--- config.mk ---
export PLATFORM = sky130hd
export DESIGN_NAME = ssd_io_regs
export DESIGN_NICKNAME = d
export VERILOG_FILES = /design/src/rtl/ssd_io_regs_pkg.sv /design/src/rtl/ms_tick_gen.sv /design/src/rtl/ssd_io_regs.sv
export SDC_FILE = /design/constraint.sdc
export NUM_CORES = 1
export LEC_CHECK = 0
export CORE_UTILIZATION = 46
export CTS_BUF_LIST = sky130_fd_sc_hd__clkbuf_16
export DETAILED_ROUTE_END_ITERATION = 16
export GPL_TIMING_DRIVEN = 0
export PLACE_DENSITY = 0.88
export SYNTH_ARGS = -nofsm -noshare
export SYNTH_HDL_FRONTEND = slang
export SYNTH_HIERARCHICAL = 1
export SYNTH_SLANG_ARGS = --single-unit
export TNS_END_PERCENT = 30
--- constraint.sdc ---
create_clock -name clk -period 3.4 [get_ports clk]
set_input_delay 0.34 -clock clk [delete_from_list [all_inputs] [get_ports clk]]
set_output_delay 0.34 -clock clk [all_outputs]
set_load 0.005 [all_outputs]
--- src/rtl/ssd_io_regs_pkg.sv ---
// ssd_io_regs_pkg: register map, reset constants and byte-lane merge helper for ssd_io_regs
package ssd_io_regs_pkg;
  typedef enum logic [1:0] {
    REG_DATA   = 2'd0,
    REG_CTRL   = 2'd1,
    REG_BLINK  = 2'd2,
    REG_STATUS = 2'd3
  } reg_sel_e;
  localparam logic [8:0] CTRL_RESET = 9'h100;
  localparam int CTRL_BLANK_BIT = 8;
  function automatic logic [31:0] merge_bytes(input logic [31:0] cur, input logic [31:0] wdat, input logic [3:0] be);
    logic [31:0] r;
    for (int i = 0; i < 4; i++) r[8*i+:8] = be[i] ? wdat[8*i+:8] : cur[8*i+:8];
    return r;
  endfunction
endpackage

--- src/rtl/ms_tick_gen.sv ---
// ms_tick_gen: free-running prescaler emitting a one-cycle tick every DIV cycles
module ms_tick_gen #(
  parameter int DIV = 100_000
) (
  input  logic clk,
  input  logic rst_n,
  output logic tick
);
  localparam int W = DIV > 1 ? $clog2(DIV) : 1;
  logic [W-1:0] cnt;
  assign tick = cnt == W'(DIV - 1);
  always_ff @(posedge clk or negedge rst_n)
    if (!rst_n) cnt <= '0;
    else cnt <= tick ? '0 : cnt + 1'b1;
endmodule

--- src/rtl/ssd_io_regs.sv ---
// ssd_io_regs: MCS IO-bus register slave holding seven-segment display state with hardware blink
module ssd_io_regs
  import ssd_io_regs_pkg::*;
#(
  parameter int          CLK_FREQUENCY = 100_000_000,
  parameter logic [31:0] BASE_ADDR     = 32'hC000_0000
) (
  input  logic        clk,
  input  logic        rst_n,
  input  logic        io_addr_strobe,
  input  logic        io_read_strobe,
  input  logic        io_write_strobe,
  input  logic [31:0] io_address,
  input  logic [3:0]  io_byte_enable,
  input  logic [31:0] io_write_data,
  output logic [31:0] io_read_data,
  output logic        io_ready,
  output logic [31:0] data_out,
  output logic [8:0]  control_out
);
  logic        tick;
  logic [8:0]  ctrl_r, ctrl_nx;
  logic [15:0] blink_r, hp_cnt, hp_nx, ms_cnt;
  logic        phase, phase_nx;
  logic        hit, wr, rd, blink_wr, hp_wrap, blink_off;
  reg_sel_e    sel;
  logic [31:0] wmerge, rdata;
  logic        unused;
  assign unused = ^io_address[1:0];

  ms_tick_gen #(.DIV(CLK_FREQUENCY / 1000)) u_tick (
    .clk  (clk),
    .rst_n(rst_n),
    .tick (tick)
  );

  always_comb begin
    hit = io_addr_strobe && io_address[31:4] == BASE_ADDR[31:4];
    wr = hit && io_write_strobe;
    rd = hit && io_read_strobe && !io_write_strobe;
    sel = reg_sel_e'(io_address[3:2]);
    wmerge = merge_bytes(sel == REG_DATA ? data_out : sel == REG_CTRL ? {23'b0, ctrl_r} : {16'b0, blink_r},
                         io_write_data, io_byte_enable);
    rdata = sel == REG_DATA ? data_out :
            sel == REG_CTRL ? {23'b0, ctrl_r} :
            sel == REG_BLINK ? {16'b0, blink_r} : {ms_cnt, 15'b0, phase};
    ctrl_nx = (wr && sel == REG_CTRL) ? wmerge[8:0] : ctrl_r;
    blink_wr = wr && sel == REG_BLINK;
    // a BLINK write restarts timing so the new period counts from the write
    blink_off = blink_wr || blink_r == 16'd0;
    hp_wrap = ({1'b0, hp_cnt} + 17'd1) >= {1'b0, blink_r};
    hp_nx = blink_off ? 16'd0 : tick ? (hp_wrap ? 16'd0 : hp_cnt + 16'd1) : hp_cnt;
    phase_nx = blink_off ? 1'b0 : (tick && hp_wrap) ? ~phase : phase;
  end

  always_ff @(posedge clk or negedge rst_n)
    if (!rst_n) begin
      data_out     <= '0;
      ctrl_r       <= CTRL_RESET;
      blink_r      <= '0;
      hp_cnt       <= '0;
      phase        <= 1'b0;
      ms_cnt       <= '0;
      io_ready     <= 1'b0;
      io_read_data <= '0;
      control_out  <= CTRL_RESET;
    end else begin
      io_ready     <= hit;
      io_read_data <= rd ? rdata : '0;
      if (wr && sel == REG_DATA) data_out <= wmerge;
      ctrl_r       <= ctrl_nx;
      if (blink_wr) blink_r <= wmerge[15:0];
      hp_cnt       <= hp_nx;
      phase        <= phase_nx;
      ms_cnt       <= ms_cnt + 16'(tick);
      control_out  <= {ctrl_nx[CTRL_BLANK_BIT] | phase_nx, ctrl_nx[7:0]};
    end
endmodule

==> out/results.tsv <==
metric	value	unit
Power Internal	2.82	mW
Final GP Congestion	0.862	
switching part of the total	0.212	
initial antenna violation count	0	
Overall Global Routing Usage	0.252	
Power per Cell Area	383	mW/mm2
layout cell share with drive strength beyond 1	0.102	
CTS HTree Levels	4	
Worst-path clk slew	0.06	ns
Post-Route Skew	0.0106	ns
final hold slack	0.379	ns
Worst setup EP type	register	
status	complete, no violations	
routed vias	6056	
Worst-Margin Slew	0.717	ns
I/O pins	147	
Setup-failing EPs final	0	
Fin. Hold Viols	0	
die width	125	um
area grow syn2layout	34.5	%
Hold Path Class	input pin to asynchronous set/reset pin	
Post-synth EDFFs	0	
die area	0.0156	mm2
Pins Over Slew Limit	0	
DRC	0	
cell count after synthesis	695	
Primary FF master, synth	dfrtp_1	
Inserted Diodes	0	
Total Power	3.57	mW
Max Buffers Root-to-Sink	2	
sw power	0.756	mW
Clock Sinks	141	
Worst Path Arrival	3.72	ns
critical path, cell by cell	ha_4 -> nand3_4 -> or3_4 -> nor2_1 -> xor2_1 -> ha_1 -> a21oi_1 -> o21ai_0 -> a32oi_1 -> and4b_1 -> buf_4 -> or4b_2 -> a31oi_1	
fin crit share	0.993	
crit-path max FO	8	
Via density	5.70	
Critical Path RT	3.74	ns
slowest stage cell, crit path	or4b_2	
GRT overflow	0	
TritonRoute pass-1 iters	6	
Die Y	125	um
fmax	296	MHz
max-cap violations	0	
Setup Crit Path Kind	register to register	
vias in the first global route	5976	
Worst Path Buf+Inv	1	
Max IR drop VDD	0.358	mV
leak pwr	4.02	nW
final period demand of the worst path	3.38	ns
initial core utilization	0.475	
Root Driver	clkbuf_16	
Synth Net Count	788	
row count	44	
Slew HR	0.522	
largest net degree at the start of global routing	104	
post-synthesis cell type count	51	
post-route ant nets	0	
Core Area	0.0146	mm2
max incr delay on CP	0.58	ns
Gate power share	0.050	
Mapped Avg Cell Area	9.97	um2
RSZ-0062 raised after global routing	yes	
Clock power frac	0.480	
global-route wire length before repair	30.7	mm
critical path's top delay family	simple AND/OR/NAND/NOR gates	
nets	961	
Cell Area, Synth	0.00693	mm2
IO buf count	141	
startpoint types	register	
FFs w/ async S/R, synth	1.00	
dpl hpwl	13.3	mm
CTS tree	done	
Flop pwr share	0.470	
TritonCTS Buffers	17	
routed len/inst	17.8	um
register bit total from synthesis	141	
Seq/Total Area, Yosys	0.510	
clock latency at the later pin of the worst-skew pair	0.43	ns
Synth warnings	6	
Starting DRT DRC Count	493	
Routed WL	18.9	mm
Fillers	1126	
[logic make-up (layout without fill, tap and decap cells)]
logic type / after synthesis / in the layout / synth area share
buffers and inverters: 67 / 251 / 0.0421
adder cells (fa/ha/maj): 20 / 20 / 0.0361
flip-flops: 141 / 141 / 0.510
AO/OA/AOI/OAI: 115 / 115 / 0.0997
XOR/XNOR: 42 / 42 / 0.0531
multiplexers: 49 / 49 / 0.0755
AND/OR/NAND/NOR: 261 / 261 / 0.184
[path summary, 6_finish.rpt]
| path | from | endpoint | slack, ns | cells after the start |
|---|---|---|---|---|
| worst min register to register | ms_cnt[15] | ms_cnt[15] | 0.48 | 1 |
| max in group asynchronous | rst_n | u_tick/cnt[12] | 2.20 | 3 |
| worst max-delay path | hp_cnt[1] | hp_cnt[8] | 0.02 | 13 |
| min in group clk | ms_cnt[15] | ms_cnt[15] | 0.48 | 1 |
| worst max register to register | hp_cnt[1] | hp_cnt[8] | 0.02 | 13 |
| worst min-delay path | rst_n | ctrl_r[4] | 0.38 | 2 |
[per-stage QoR]
| step | util | instances | setup slack [ns] | instance area [um2] | setup TNS [ns] |
|---|---|---|---|---|---|
| final | 0.639 | 1063 | 0.0242 | 9320 | 0 |
| after global routing | 0.639 | 1063 | -0.128 | 9320 | -0.232 |
| after CTS | 0.635 | 1059 | 0.00183 | 9270 | 0 |
| after global placement | 0.587 | 1020 | -3.47 | 8570 | -488.19 |
| after floorplan | - | 695 | 0.103 | 6930 | 0 |
| after detailed placement | 0.589 | 1021 | -0.457 | 8600 | -6.37 |
[sequential cells by signal (all words and copies together), names as in the netlist]
| name | flops |
|---|---|
| hp_cnt | 16 |
| u_tick/cnt | 17 |
| control_out | 1 |
| data_out | 32 |
| ctrl_r | 9 |
| io_read_data | 32 |
| phase | 1 |
| ms_cnt | 16 |
| io_ready | 1 |
| blink_r | 16 |
[per-layer routing]
layer	wire length (um)	share of wire	global-route usage
met2	9260	0.49	0.407
met3	1530	0.081	0.0790
met5	0	0	0
met4	510	0.027	0.0936
met1	7580	0.40	0.315
[timing repair]
action	4_1_cts	5_1_grt
hold buffers	1	0
hold endpoints to repair	37	0
endpoints found under the setup margin	18	23
gates resized for setup	15	9
buffers inserted	8	5
pin swaps	4	3
[power by group through the flow]
stage,sequential (mW),clock (mW),combinational [mW]
final,1.68,1.71,0.179
after floorplan,1.71,0,0.0454
after global placement,1.71,0,0.172
after CTS,1.68,1.73,0.181
after global routing,1.68,1.81,0.195
after detailed placement,1.71,0,0.178
[cells in the mapped netlist, drive strengths merged, types with 6 or more instances]
| cell type | count | share of area |
|---|---|---|
| nand4 | 10 | 0.0090 |
| xnor2 | 25 | 0.032 |
| nor3 | 8 | 0.0058 |
| a31oi | 8 | 0.0072 |
| a22oi | 23 | 0.025 |
| inv | 22 | 0.012 |
| o21ai | 44 | 0.032 |
| nor4 | 13 | 0.014 |
| or4 | 6 | 0.0070 |
| mux2i | 33 | 0.049 |
| mux2 | 16 | 0.026 |
| clkbuf | 29 | 0.016 |
| xor2 | 17 | 0.021 |
| dfrtp | 139 | 0.50 |
| and3 | 8 | 0.0072 |
| buf | 16 | 0.014 |
| nand2 | 86 | 0.047 |
| nor2 | 68 | 0.037 |
| nand3 | 32 | 0.023 |
| a21oi | 25 | 0.018 |
| ha | 20 | 0.036 |
[placed cells by master (no fill, tap or decap), types with 5 or more instances in the layout]
cell type / count
clkdlybuf4s50_1: 140
dfrtp_1: 134
nand2_1: 86
nor2_1: 66
o21ai_0: 42
mux2i_1: 32
nand3_1: 30
inv_1: 26
xnor2_1: 25
clkbuf_1: 25
a21oi_1: 25
a22oi_1: 23
buf_4: 22
ha_1: 19
xor2_1: 17
clkbuf_16: 17
mux2_2: 16
nor4_1: 12
nand4_1: 10
and3_1: 8
a31oi_1: 8
nor3_1: 6
buf_1: 5
o22a_1: 5
or4_1: 5
nand3b_1: 5
dfrtp_2: 5
[area by class of cell]
type / instances / area [um2] / share of cell area
flip-flops and latches: 141 / 3540 / 0.380
multi-input cells: 487 / 3180 / 0.341
repair buffers: 156 / 1550 / 0.166
clock buffers: 17 / 425 / 0.0456
well taps: 184 / 230 / 0.0247
plain buffers: 43 / 206 / 0.0222
clock inverters: 13 / 113 / 0.0121
inverters: 22 / 82.6 / 0.00886
No activity file was read; power rests on OpenSTA's default activity.
